## src/rtl/rda_pipe_adder.sv

```systemverilog
// rda_pipe_adder: pipelined recursive-doubling (kill/propagate/generate) adder/subtractor.
// An entry stage forms per-bit KPG codes, LOG2W registered doubling levels resolve every
// code to kill or generate, and a final stage forms sum, carry, overflow and zero flags.
// The whole pipe moves together and freezes while a finished result waits downstream.
module rda_pipe_adder #(
  parameter int WIDTH = 8,
  parameter int TAG_W = 4
) (
  input  logic             clk,
  input  logic             rst_n,
  input  logic             in_valid,
  output logic             in_ready,
  input  logic [WIDTH-1:0] a,
  input  logic [WIDTH-1:0] b,
  input  logic             cin,
  input  logic             sub,
  input  logic [TAG_W-1:0] in_tag,
  output logic             out_valid,
  input  logic             out_ready,
  output logic [WIDTH-1:0] sum,
  output logic             cout,
  output logic             ovf,
  output logic             zero,
  output logic [TAG_W-1:0] out_tag
);

  localparam int LOG2W = $clog2(WIDTH);
  // Stage 0 is the entry stage, stages 1..LOG2W are the doubling levels.
  localparam int NSTG  = LOG2W + 1;

  typedef logic [WIDTH-1:0][1:0] codeVec_t;

  logic             advance;
  logic [WIDTH-1:0] bPrime;
  logic             carryIn;

  logic [NSTG-1:0]  valid_q, valid_d;
  logic [NSTG-1:0]  slot_q, slot_d;
  codeVec_t         code_q [NSTG];
  codeVec_t         code_d [NSTG];
  logic [WIDTH-1:0] halfSum_q [NSTG];
  logic [WIDTH-1:0] halfSum_d [NSTG];
  logic [TAG_W-1:0] tag_q [NSTG];
  logic [TAG_W-1:0] tag_d [NSTG];

  logic [WIDTH-1:0] carry;
  logic [WIDTH-1:0] sum_d;
  logic             cout_d;
  logic             ovf_d;
  logic             zero_d;

  assign advance  = !out_valid || out_ready;
  assign in_ready = advance;

  // Next state of the entry stage and of every doubling level.
  always_comb begin
    bPrime  = sub ? ~b : b;
    carryIn = sub | cin;

    valid_d[0]   = in_valid;
    slot_d[0]    = carryIn;
    halfSum_d[0] = a ^ bPrime;
    tag_d[0]     = in_tag;
    for (int i = 0; i < WIDTH; i++) begin
      code_d[0][i] = {a[i], bPrime[i]};
    end
    // Bit 0 is resolved against the carry-in slot here, so LOG2W levels are enough
    // to carry a resolved code all the way to the MSB.
    if (a[0] ^ bPrime[0]) begin
      code_d[0][0] = {2{carryIn}};
    end

    for (int s = 1; s < NSTG; s++) begin
      valid_d[s]   = valid_q[s-1];
      slot_d[s]    = slot_q[s-1];
      halfSum_d[s] = halfSum_q[s-1];
      tag_d[s]     = tag_q[s-1];
      code_d[s]    = code_q[s-1];
      for (int i = (1 << (s - 1)); i < WIDTH; i++) begin
        if (code_q[s-1][i][1] != code_q[s-1][i][0]) begin
          code_d[s][i] = code_q[s-1][i - (1 << (s - 1))];
        end
      end
    end
  end

  // Pipeline registers: cleared on reset, shift together only when the pipe advances.
  always_ff @(posedge clk or negedge rst_n) begin
    if (!rst_n) begin
      valid_q <= '0;
      slot_q  <= '0;
      for (int s = 0; s < NSTG; s++) begin
        code_q[s]    <= '0;
        halfSum_q[s] <= '0;
        tag_q[s]     <= '0;
      end
    end else if (advance) begin
      valid_q <= valid_d;
      slot_q  <= slot_d;
      for (int s = 0; s < NSTG; s++) begin
        code_q[s]    <= code_d[s];
        halfSum_q[s] <= halfSum_d[s];
        tag_q[s]     <= tag_d[s];
      end
    end
  end

  // Final stage: carries come from the resolved codes, then sum and flags.
  always_comb begin
    carry[0] = slot_q[NSTG-1];
    for (int i = 1; i < WIDTH; i++) begin
      carry[i] = code_q[NSTG-1][i-1][1];
    end
    sum_d  = halfSum_q[NSTG-1] ^ carry;
    cout_d = code_q[NSTG-1][WIDTH-1][1];
    ovf_d  = carry[WIDTH-1] ^ cout_d;
    zero_d = ~|sum_d;
  end

  // Output registers: load a new result when the pipe advances, hold it otherwise.
  always_ff @(posedge clk or negedge rst_n) begin
    if (!rst_n) begin
      out_valid <= 1'b0;
      sum       <= '0;
      cout      <= 1'b0;
      ovf       <= 1'b0;
      zero      <= 1'b0;
      out_tag   <= '0;
    end else if (advance) begin
      out_valid <= valid_q[NSTG-1];
      if (valid_q[NSTG-1]) begin
        sum     <= sum_d;
        cout    <= cout_d;
        ovf     <= ovf_d;
        zero    <= zero_d;
        out_tag <= tag_q[NSTG-1];
      end
    end
  end

endmodule

```

## config.mk

```make
export PLATFORM = sky130hd
export DESIGN_NAME = rda_pipe_adder
export DESIGN_NICKNAME = d
export VERILOG_FILES = /design/src/rtl/rda_pipe_adder.sv
export SDC_FILE = /design/constraint.sdc
export NUM_CORES = 1
export LEC_CHECK = 0
export CORE_UTILIZATION = 60
export DETAILED_ROUTE_END_ITERATION = 7
export PLACE_DENSITY = 0.82
export SLEW_MARGIN = 20
export SYNTH_ARGS = -nofsm -noshare
export SYNTH_HDL_FRONTEND = slang
export SYNTH_SLANG_ARGS = --single-unit
```

## constraint.sdc

```tcl
create_clock -name clk -period 3.55 [get_ports clk]
set_input_delay 0.71 -clock clk [delete_from_list [all_inputs] [get_ports clk]]
set_output_delay 0.71 -clock clk [all_outputs]
set_load 0.01 [all_outputs]
```

== Word-level counts from Yosys, hierarchy flattened ==
Index checks and enable logic that the tools add are counted.

* Equal/unequal tests: 17
* Mux-type cells: 19
* Bitwise gates (word level): 6
* Reduce and logical (&&, ||, !) cells: 5

{| class="wikitable"
|+ Operators with widths
! operator !! count
|-
| $mux W2 || 18
|-
| $ne A1 B1 Y1 || 17
|-
| $xor A8 B8 Y8 || 2
|-
| $mux W8 || 1
|-
| $not A8 Y8 || 1
|-
| $reduce_or A8 Y1 || 1
|-
| $logic_not A1 Y1 || 2
|-
| $reduce_and A2 Y1 || 1
|-
| $xor A1 B1 Y1 || 2
|-
| $logic_or A1 B1 Y1 || 1
|-
| $or A1 B1 Y1 || 1
|}

* Flip-flop bits (word level): 136
* Input port bits: 26
* Output and inout port bits: 17
* Word-level logic and storage cells: 95

== Longest topological paths before layout ==
* Word-level depth: 4
* Depth in mapped cells: 7
* Depth with buffers taken out: 4

== Worst setup path before layout ==
OpenSTA, ideal clock, no wires.

* Path kind: input -> output
* Start point: input port out_ready
* End point: output port in_ready
* Arrival: 1.252 ns
* Required time: 2.840 ns
* Setup slack: 1.588 ns
* Stages: 5
* Path buffers: 3
* Cells stage by stage: nor2b_4 buf_6 inv_4 buf_4 buf_6

* Word-level cells in the longest chain between the ends: 1

{| class="wikitable"
|+ Ends and longest elaborated chain
! element !! line !! RTL
|-
| start: declaration || 19 || <nowiki>input logic out_ready,</nowiki>
|-
| $logic_or A1 B1 Y1 || 52 || <nowiki>assign advance = !out_valid || out_ready;</nowiki>
|-
| end: declaration || 12 || <nowiki>output logic in_ready,</nowiki>
|}

No other way between the ends.

== Worst setup path after layout ==
Ends and elaborated chain as after synthesis.

==> results.sh <==
export IMPL_status="finished, final reports clean"
export IMPL_clock_power_share=0.295
export IMPL_yosysMostFrequentCell="nand2_1"
export IMPL_ir_drop_uv=446.8
export IMPL_fin_cells=686
export IMPL_synth_edf_count=0
export IMPL_met3_usage=0.06748
export IMPL_io_pin_count=43
export IMPL_antenna_found_initial=0
export IMPL_ant_nets=0
export IMPL_seqPwrFrac=0.438
export IMPL_overflow=0
export IMPL_max_cap_violations=0
export IMPL_combPwrFrac=0.267
export IMPL_synth_commonest_cells="211 x nand2_1, 121 x dfrtp_1, 41 x a21oi_1, 40 x nor2_1, 27 x o31ai_1"
export IMPL_synth_area_um2=5030
export IMPL_slew_violations=0
export IMPL_finalClockSkew_ns=0.005377
export IMPL_gp_congestion=0.7891
export IMPL_synth_top_cell_area_share=0.6020
export IMPL_clock_root_buffer="clkbuf_8"
export IMPL_grt_max_degree=126
export IMPL_cts_tree="built"
export IMPL_placed_cell_area_um2=5450
export IMPL_worst_pin_slew_ns=0.8041
export IMPL_seq_area_frac_synth=0.6020
export IMPL_hold_buffers=0
export IMPL_yosysTopAreaCell="dfrtp_1"
export IMPL_totalPowerFinal_mw=5.627
export IMPL_grt_pass1_wl_um=16300
export IMPL_intPower_mw=3.749
export IMPL_grt_util_met2=0.3971
export IMPL_async_flop_share=1.000
export IMPL_fin_nets=595
export IMPL_fin_crit_ns=2.542
export IMPL_cp_data_required_time_ns=2.84
export IMPL_relSlewSlack=0.4639
export IMPL_utilization=0.7375
export IMPL_initial_core_util=0.6152
export IMPL_cts_resized=0
export IMPL_final_area_um2=6030
export IMPL_synth_area_leaders="dfrtp_1 60%, nand2_1 16%, a21oi_1 4.1%"
export IMPL_via_count=3710
export IMPL_die_w_um=93.56
export IMPL_drtPass1Iterations=6
export IMPL_power_density_nw_per_um2=933.2
export IMPL_hp_class="in -> async"
export IMPL_hpwl_um=5609
export IMPL_start_kind="primary input"
export IMPL_synth_distinct_cells=23
export IMPL_cts_max_path_buffers=2
export IMPL_hold_violations=0
export IMPL_cts_htree_levels=4
export IMPL_core_area_um2=8175
export IMPL_final_fill_count=563
export IMPL_power_switching_mw=1.877
export IMPL_drtIter0Drc=276
export IMPL_area_growth_pct=19.88
export IMPL_ys_warnings_count=0
export IMPL_grt_pass1_vias=3436
export IMPL_synth_cells=531
export IMPL_viasPerCell=5.408
export IMPL_route_detailed_drc=0
export IMPL_ys_flop_type="dfrtp_1"
export IMPL_cts_clk_slew_worst_paths_ns=0.05
export IMPL_drt_total_wl_um=9532
export IMPL_grtUsageTotal=0.2472
export IMPL_synth_seq_cells=121
export IMPL_cts_sinks=121
export IMPL_fin_setup_tns_ns=0
export IMPL_port_buffers=42
export IMPL_drive_gt1_frac=0.07401
export IMPL_synth_nets=557
export IMPL_switching_share=0.3337
export IMPL_cts_post_setup_buffers_inserted=0
export IMPL_syn_avg_cell_area_um2=9.472
export IMPL_numCtsBuffers=17
export IMPL_fin_crit_sh=0.7161
export IMPL_setup_viol_count_final=0
export IMPL_die_area_um2=8753
export IMPL_critPathMaxFanout=2
export IMPL_critical_path_arrival_ns=1.83
export IMPL_antenna_cells=0
export IMPL_p_leak_nw=2.833
export IMPL_dp_cells=655
export IMPL_cp_end_kind="output pin"
export IMPL_wire_per_inst_um=13.90
export IMPL_fp_dieH_um=93.56
export IMPL_max_clock_freq_mhz=393.4
export IMPL_grt_use_met1=0.3248
export IMPL_grt_busiest_layer="met2"
export IMPL_clk_latency_ns=0.50
export IMPL_num_rows=33
export IMPL_rsz0062_at_grt="no"
export IMPL_crit_type="in -> out"
-- worst max-delay path, cell delays in order --
cell and delay (ns):
clkdlybuf4s50_1 0.50, nor2b_4 0.06, inv_4 0.04, clkdlybuf4s50_1 0.52
-- state kept, by name (all words and copies together), names as in the netlist --
name and count:
halfSum_d 24, ovf 1, out_tag 4, tag_d 12
carry 7, valid_q 4, halfSum_q 8, out_valid 1
code_q 35, code_d 7, slot_q 4, zero 1
sum 8, cout 1, tag_q 4
-- path summary, 6_finish.rpt --
path | start | endpoint | slack [ns] | cells past startpoint
setup / recovery | out_ready | in_ready | 1.01 | 4
hold / removal | rst_n | sum[2]$_DFFE_PN0P_ | 0.18 | 1
hold reg to reg | tag_q[1]$_DFFE_PN0P_ | tag_q[1]$_DFFE_PN0P_ | 0.46 | 2
min in group clk | tag_q[1]$_DFFE_PN0P_ | tag_q[1]$_DFFE_PN0P_ | 0.46 | 2
max in group asynchronous | rst_n | code_q[44]$_DFFE_PN0P_ | 2.58 | 2
setup reg to reg | out_valid$_DFFE_PN0P_ | out_tag[2]$_DFFE_PN0P_ | 1.75 | 5
-- stage by stage --
stage | hold WS (ns) | setup slack [ns]
2_1_floorplan | 0.4144 | 1.588
3_3_place_gp | 0.4476 | 1.005
3_5_place_dp | 0.4551 | 0.9470
4_1_cts | 0.1838 | 1.005
5_1_grt | 0.1987 | 0.9688
6_report | 0.1795 | 1.008
-- cell type report --
| cell class | instances | area (um^2) | area share |
|---|---|---|---|
| Timing Repair Buffer | 46 | 464.2 | 0.07699 |
| Clock buffer | 22 | 452.9 | 0.07512 |
| Clock inverter | 9 | 122.6 | 0.02034 |
| Sequential cell | 121 | 3028 | 0.5022 |
| Tap cell | 105 | 131.4 | 0.02179 |
| Inverter | 3 | 13.76 | 0.002283 |
| Multi-Input combinational cell | 380 | 1817 | 0.3013 |
-- metal layers --
layer,vias up,wire length (um)
met5,-,0
met4,0,146
met3,13,536
met2,113,4847
met1,1780,4002
li1,1804,-
-- cells by family (layout without fill, tap and decap cells) --
kind of cell	count (synthesis)	count (layout)	share of synthesized area
compound gates	93	93	0.1082
xor+xnor	25	25	0.04353
buf+inv	30	80	0.03682
flops	121	121	0.6020
mux	6	6	0.01343
simple gates	256	256	0.1960
-- power by group through the flow --
stage / clock (mW) / combinational [mW] / sequential (mW)
6_report: 1.66 / 1.50 / 2.47
5_1_grt: 1.75 / 1.73 / 2.54
4_1_cts: 1.68 / 1.52 / 2.46
3_5_place_dp: 0 / 1.48 / 2.47
3_3_place_gp: 0 / 1.40 / 2.43
2_1_floorplan: 0 / 1.08 / 2.39
-- cells in the final DEF, fill, tap and decap left out, types with 2 or more instances in the layout --
master             n
nand4_1            2
buf_4              3
bufinv_16          3
clkbuf_8           3
xnor2_1           18
o31ai_1           27
dfrtp_1          121
xor2_1             7
inv_1              2
mux2_2             6
o21ai_0           21
nand2_1          211
clkinv_2           5
clkbuf_1           3
clkdlybuf4s50_1   41
clkbuf_16         16
nor2_1            40
a21oi_1           41
No activity file was read; power rests on OpenSTA's default activity.
==> variant 1, RTL diff (same flow settings) <==
Reset style: synchronous (`rst_n`), changed in 2 clocked blocks.
--- a/src/rtl/rda_pipe_adder.sv
+++ b/src/rtl/rda_pipe_adder.sv
@@ -85,7 +85,7 @@
   end
 
   // Pipeline registers: cleared on reset, shift together only when the pipe advances.
-  always_ff @(posedge clk or negedge rst_n) begin
+  always_ff @(posedge clk) begin
     if (!rst_n) begin
       valid_q <= '0;
       slot_q  <= '0;
@@ -118,7 +118,7 @@
   end
 
   // Output registers: load a new result when the pipe advances, hold it otherwise.
-  always_ff @(posedge clk or negedge rst_n) begin
+  always_ff @(posedge clk) begin
     if (!rst_n) begin
       out_valid <= 1'b0;
       sum       <= '0;
Check against the original RTL: differs if rst_n is asserted again (counterexample within 10 cycles, from zero or initial values and one cycle with rst_n low); with rst_n held inactive, the same outputs for 10 cycles.
==> variant 1 against the unedited design <==
  * The run now ends with DRC left
  * Sequential cell count is the same
  * Cell area grew 0.62%
  * Global-route usage is 3.2 points lower
  * Clock skew up 4.3 ps
  * Count of clock-buffer cells in the layout fell by 5
  * Critical path type unchanged
  * Worst setup slack got worse by 380 ps
  * Wire length shrank 8.4%
  * Fmax down 13%
  * Synthesized area rose by 0.17%
Power is not compared: it rests on default switching activity, and its combinational part moved more than twofold at a synthesized area within 25%.
==> variant 1: results (changes against the unedited design) <==
[global_routing]
grt_use_total_pct=21.5  ; -3.2 points
grt_pass1_vias=3015  ; -12%
grt_max_degree=83  ; -34%
grt_pass1_wl_mm=13.6  ; -17%

[critical_path]
cp_max_fo=82  ; +80
endpoint=in_ready
worst_ep_arrival_time_ps=2220  ; +390 ps
timing.rr.end=code_q[1][1]
r2r_cells=4  ; -1
r2r_slack_ps=1930  ; +180 ps
max_stage_delay_ps=610  ; +90 ps
crit_start=out_ready
reg2reg_from=out_valid

[synthesis]
synth_commonest_cells=edfxtp_1, and3_1, a21oi_1
syn_nets=426  ; -24%
synth_cell_type_count=34  ; +48%
ys_seq_area_share_pct=67.3  ; +7.1 points
synth_area_leaders=edfxtp_1, dfxtp_1, and3_1, a21oi_1, nand2_1
synth_flop_cell=edfxtp_1
synthCells=400  ; -25%
synth_edf_count=97  ; +97
async_flop_share_pct=0  ; -100 points

[drt]
wl_mm=8.73  ; -8.4%
wl_per_cell_um=15.6  ; +12%
initialDrtViolationCount=176  ; -36%
num_vias=3196  ; -14%
drtPass1Iterations=7  ; +1
drc=1  ; +1

[clock_tree]
cts_setup_buffers=0  ; unchanged
clock_latency_ps=520  ; +20 ps
cts_resized=0  ; unchanged

[sta]
fin_skew_ps=9.66  ; +4.29 ps
max_slew_margin_pct=50.5  ; +4.1 points
setup_viol=0  ; unchanged
fin_ws_ps=625  ; -383 ps

[hold_path]
hp-class=flop to flop
min_from=valid_q[0]
holdPathEnd=valid_q[0]
min_delay_path_depth=2

[status]
status=complete, but fails checks
violations=DRC

[placement]
dp_hpwl_mm=5.25  ; -6.4%
portBuffers=42  ; unchanged
place_area_um2=5500  ; +0.90%
place_congestion=0.806  ; +2.2%
dp_slack_ps=650  ; -297 ps
place_inst=527  ; -20%

[finish]
drive_gt1_share_pct=14.1  ; +6.7 points
reg_top3=code_q x49, halfSum_q x32, tag_q x16
nNetsFinal=467  ; -22%

[pwr]
leakagePower_nw=2.42

[variant 1: per-layer routing]
metal  vias up  GRT usage, %  part of all wire (%)
met5         -             0                     0
li1       1541             -                     -
met1      1528          22.3                    39
met3        11          6.10                   5.3
met2       116          37.9                    54
met4         0          13.7                   2.0
[variant 1: layout make-up]
cell class | instances | area (um2)
clock buffers | 17 | 414
multi-input cells | 247 | 1470
repair buffers | 48 | 478
flip-flops and latches | 121 | 3390
fillers | 530 | 2110
inverters | 6 | 30.0
well taps | 105 | 131
clock inverters | 15 | 154
[variant 1: stage by stage]
step / total power [mW] / hold slack, ps
3_5_place_dp: 1.81 / 446
6_report: 3.40 / 451
3_3_place_gp: 1.80 / 440
4_1_cts: 3.42 / 454
2_1_floorplan: 1.74 / 432
5_1_grt: 3.50 / 462
[variant 1: worst register-to-register path, delay by kind of cell (launching register included)]
| family | cells | cell delay (ps) |
|---|---|---|
| buffers and inverters | 2 | 600 |
| DFF | 1 | 320 |
| and+or+nand+nor | 2 | 440 |
[variant 1: power by group through the flow]
stage,clock (mW),sequential [mW],combinational [mW]
after detailed placement,0,1.65,0.157
after CTS,1.63,1.62,0.159
after floorplan,0,1.64,0.103
after global placement,0,1.65,0.152
final,1.62,1.62,0.158
after global routing,1.70,1.63,0.175
[variant 1: cell families (layout without fill, tap and decap cells)]
| family | Yosys count | count (layout) | share of synthesized area [%] |
|---|---|---|---|
| AO/OA/AOI/OAI | 93 | 93 | 10.2 |
| XOR/XNOR | 22 | 22 | 4.57 |
| buffers and inverters | 32 | 86 | 3.70 |
| flip-flops | 121 | 121 | 67.3 |
| AND/OR/NAND/NOR | 132 | 132 | 14.2 |
==> variant 2, RTL diff (config.mk and constraints unchanged) <==
Made on the original files. `WIDTH`: 8 -> 16.
--- a/src/rtl/rda_pipe_adder.sv
+++ b/src/rtl/rda_pipe_adder.sv
@@ -3,7 +3,7 @@
 // code to kill or generate, and a final stage forms sum, carry, overflow and zero flags.
 // The whole pipe moves together and freezes while a finished result waits downstream.
 module rda_pipe_adder #(
-  parameter int WIDTH = 8,
+  parameter int WIDTH = 16,
   parameter int TAG_W = 4
 ) (
   input  logic             clk,
Ports: changed (resized a, b and sum); port bits go from 43 to 67. The function was not compared with the original's and may differ.
==> variant 2 against the unedited design <==
  * Synthesized area up 120%
  * Critical endpoint unchanged
  * Sequential share of layout area up 2.1 points
  * Wire length up 130%
  * Cell area up 110%
  * Via count up 120%
  * Total power up 100%
  * Worst setup slack worse by 140 ps
  * Fmax down 5.2%
  * Sequential cell count up 142
  * Highest routed layer unchanged
  * Cell count up 110%
==> variant 2: results (changes against the unedited design) <==
[drt]
met2_length_mm=10.2  ; +110%
wl_met3_mm=1.09  ; +100%
wl_per_cell_um=14.7  ; +6.0%
drtPass1Iterations=7  ; +1
wl_met1_mm=9.87  ; +150%
viasPerCell=5.45  ; +0.84%
initialDrtViolationCount=722  ; +160%

[pwr]
leakagePower_nw=5.89  ; +110%
power_clock_mw=2.75  ; +66%
power.switching_mw=4.08  ; +120%
p_total_mw=11.5  ; +100%
irDropWorstVdd_v=0.000472  ; +5.7%
powerComb_mw=3.19  ; +110%

[synthesis]
ys_seq_area_share_pct=60.6  ; +0.37 points
synth_flop_cell=dfrtp_1
synth_commonest_cells=nand2_1, dfrtp_1, a21oi_1
synth_area_leaders=dfrtp_1, nand2_1, o31ai_1, a21oi_1, nor2_1
synthCells=1179  ; +120%

[placement]
dp_hpwl_mm=13.4  ; +140%
place_area_um2=11700  ; +110%
portBuffers=66  ; +57%
place_inst=1421  ; +120%
place_congestion=0.763  ; -3.3%
dp_slack_ps=873  ; -73.8 ps

[critical_path]
cp_max_fo=4  ; +2
worst_ep_arrival_time_ps=1970  ; +140 ps

[finish]
instances_no_fill=1469  ; +110%
fillers=1251  ; +120%
drive_gt1_share_pct=4.90  ; -2.5 points
largest_reg_flops=99  ; +180%
nNetsFinal=1266  ; +110%
num_antenna_cells=0  ; unchanged

[clock_tree]
path_clk_slew_ps=60
cts_setup_buffers=0  ; unchanged
cts-root-buf=clkbuf_16
cts_made_buffers=26  ; +9
h-tree-depth=1  ; -3
clk_path_buf_depth=3  ; +1
cts_resized=0  ; unchanged
clock_latency_ps=520  ; +20 ps

[global_routing]
grt_use_total_pct=25.0  ; +0.28 points
grt_max_degree=161  ; +28%
grt_pass1_vias=7542  ; +120%
grt_pass1_wl_mm=37.0  ; +130%

[status]
status=finished, final reports clean

[sta]
max_slew_margin_pct=34.6  ; -12 points
fin_skew_ps=16.1  ; +10.7 ps

[variant 2: cell count changes in the layout (fill, tap and decap cells not counted), sizes merged, moves of 15 or more]
cell / delta
xnor2: +15
nand2: +262
dfrtp: +142
a21oi: +72
o31ai: +55
clkdlybuf4s50: +24
nor2: +60
clkbuf: +25
[variant 2: routing by layer]
| layer | vias to the layer above | track usage, % |
|---|---|---|
| li1 | 3947 | - |
| met5 | - | 0 |
| met4 | 0 | 8.15 |
| met1 | 3791 | 37.2 |
| met3 | 44 | 3.26 |
| met2 | 229 | 38.4 |
[variant 2: worst paths after layout]
check	from	endpoint	slack, ps	cells past startpoint
setup reg to reg	out_valid	sum[14]	1840	5
hold reg to reg	tag_q[1]	tag_q[1]	460	2
max in group asynchronous	rst_n	code_q[95]	2440	2
setup / recovery	out_ready	in_ready	870	4
min in group clk	tag_q[1]	tag_q[1]	460	2
hold / removal	rst_n	code_q[153]	160	1
[variant 2: area by class of cell]
| class | count | area (um2) | share of cell area (%) |
|---|---|---|---|
| clock buffers | 47 | 881 | 7.00 |
| flip-flops and latches | 263 | 6580 | 52.3 |
| well taps | 225 | 282 | 2.24 |
| multi-input cells | 855 | 4020 | 32.0 |
| inverters | 2 | 12.5 | 0.0994 |
| clock inverters | 1 | 5.00 | 0.0398 |
| repair buffers | 76 | 803 | 6.38 |
[variant 2: cell families after synthesis]
family | Yosys count | synth area share, %
buffers and inverters | 61 | 2.50
muxes | 5 | 0.518
xor gates and xnor gates | 49 | 4.09
DFF | 263 | 60.6
and+or+nand+nor | 582 | 20.3
AOI/OAI and AO/OA | 219 | 12.0
[variant 2: critical path: stages]
cell and delay, ps:
clkdlybuf4s50_1 450, nor2b_4 240, inv_6 80, clkdlybuf4s50_1 480
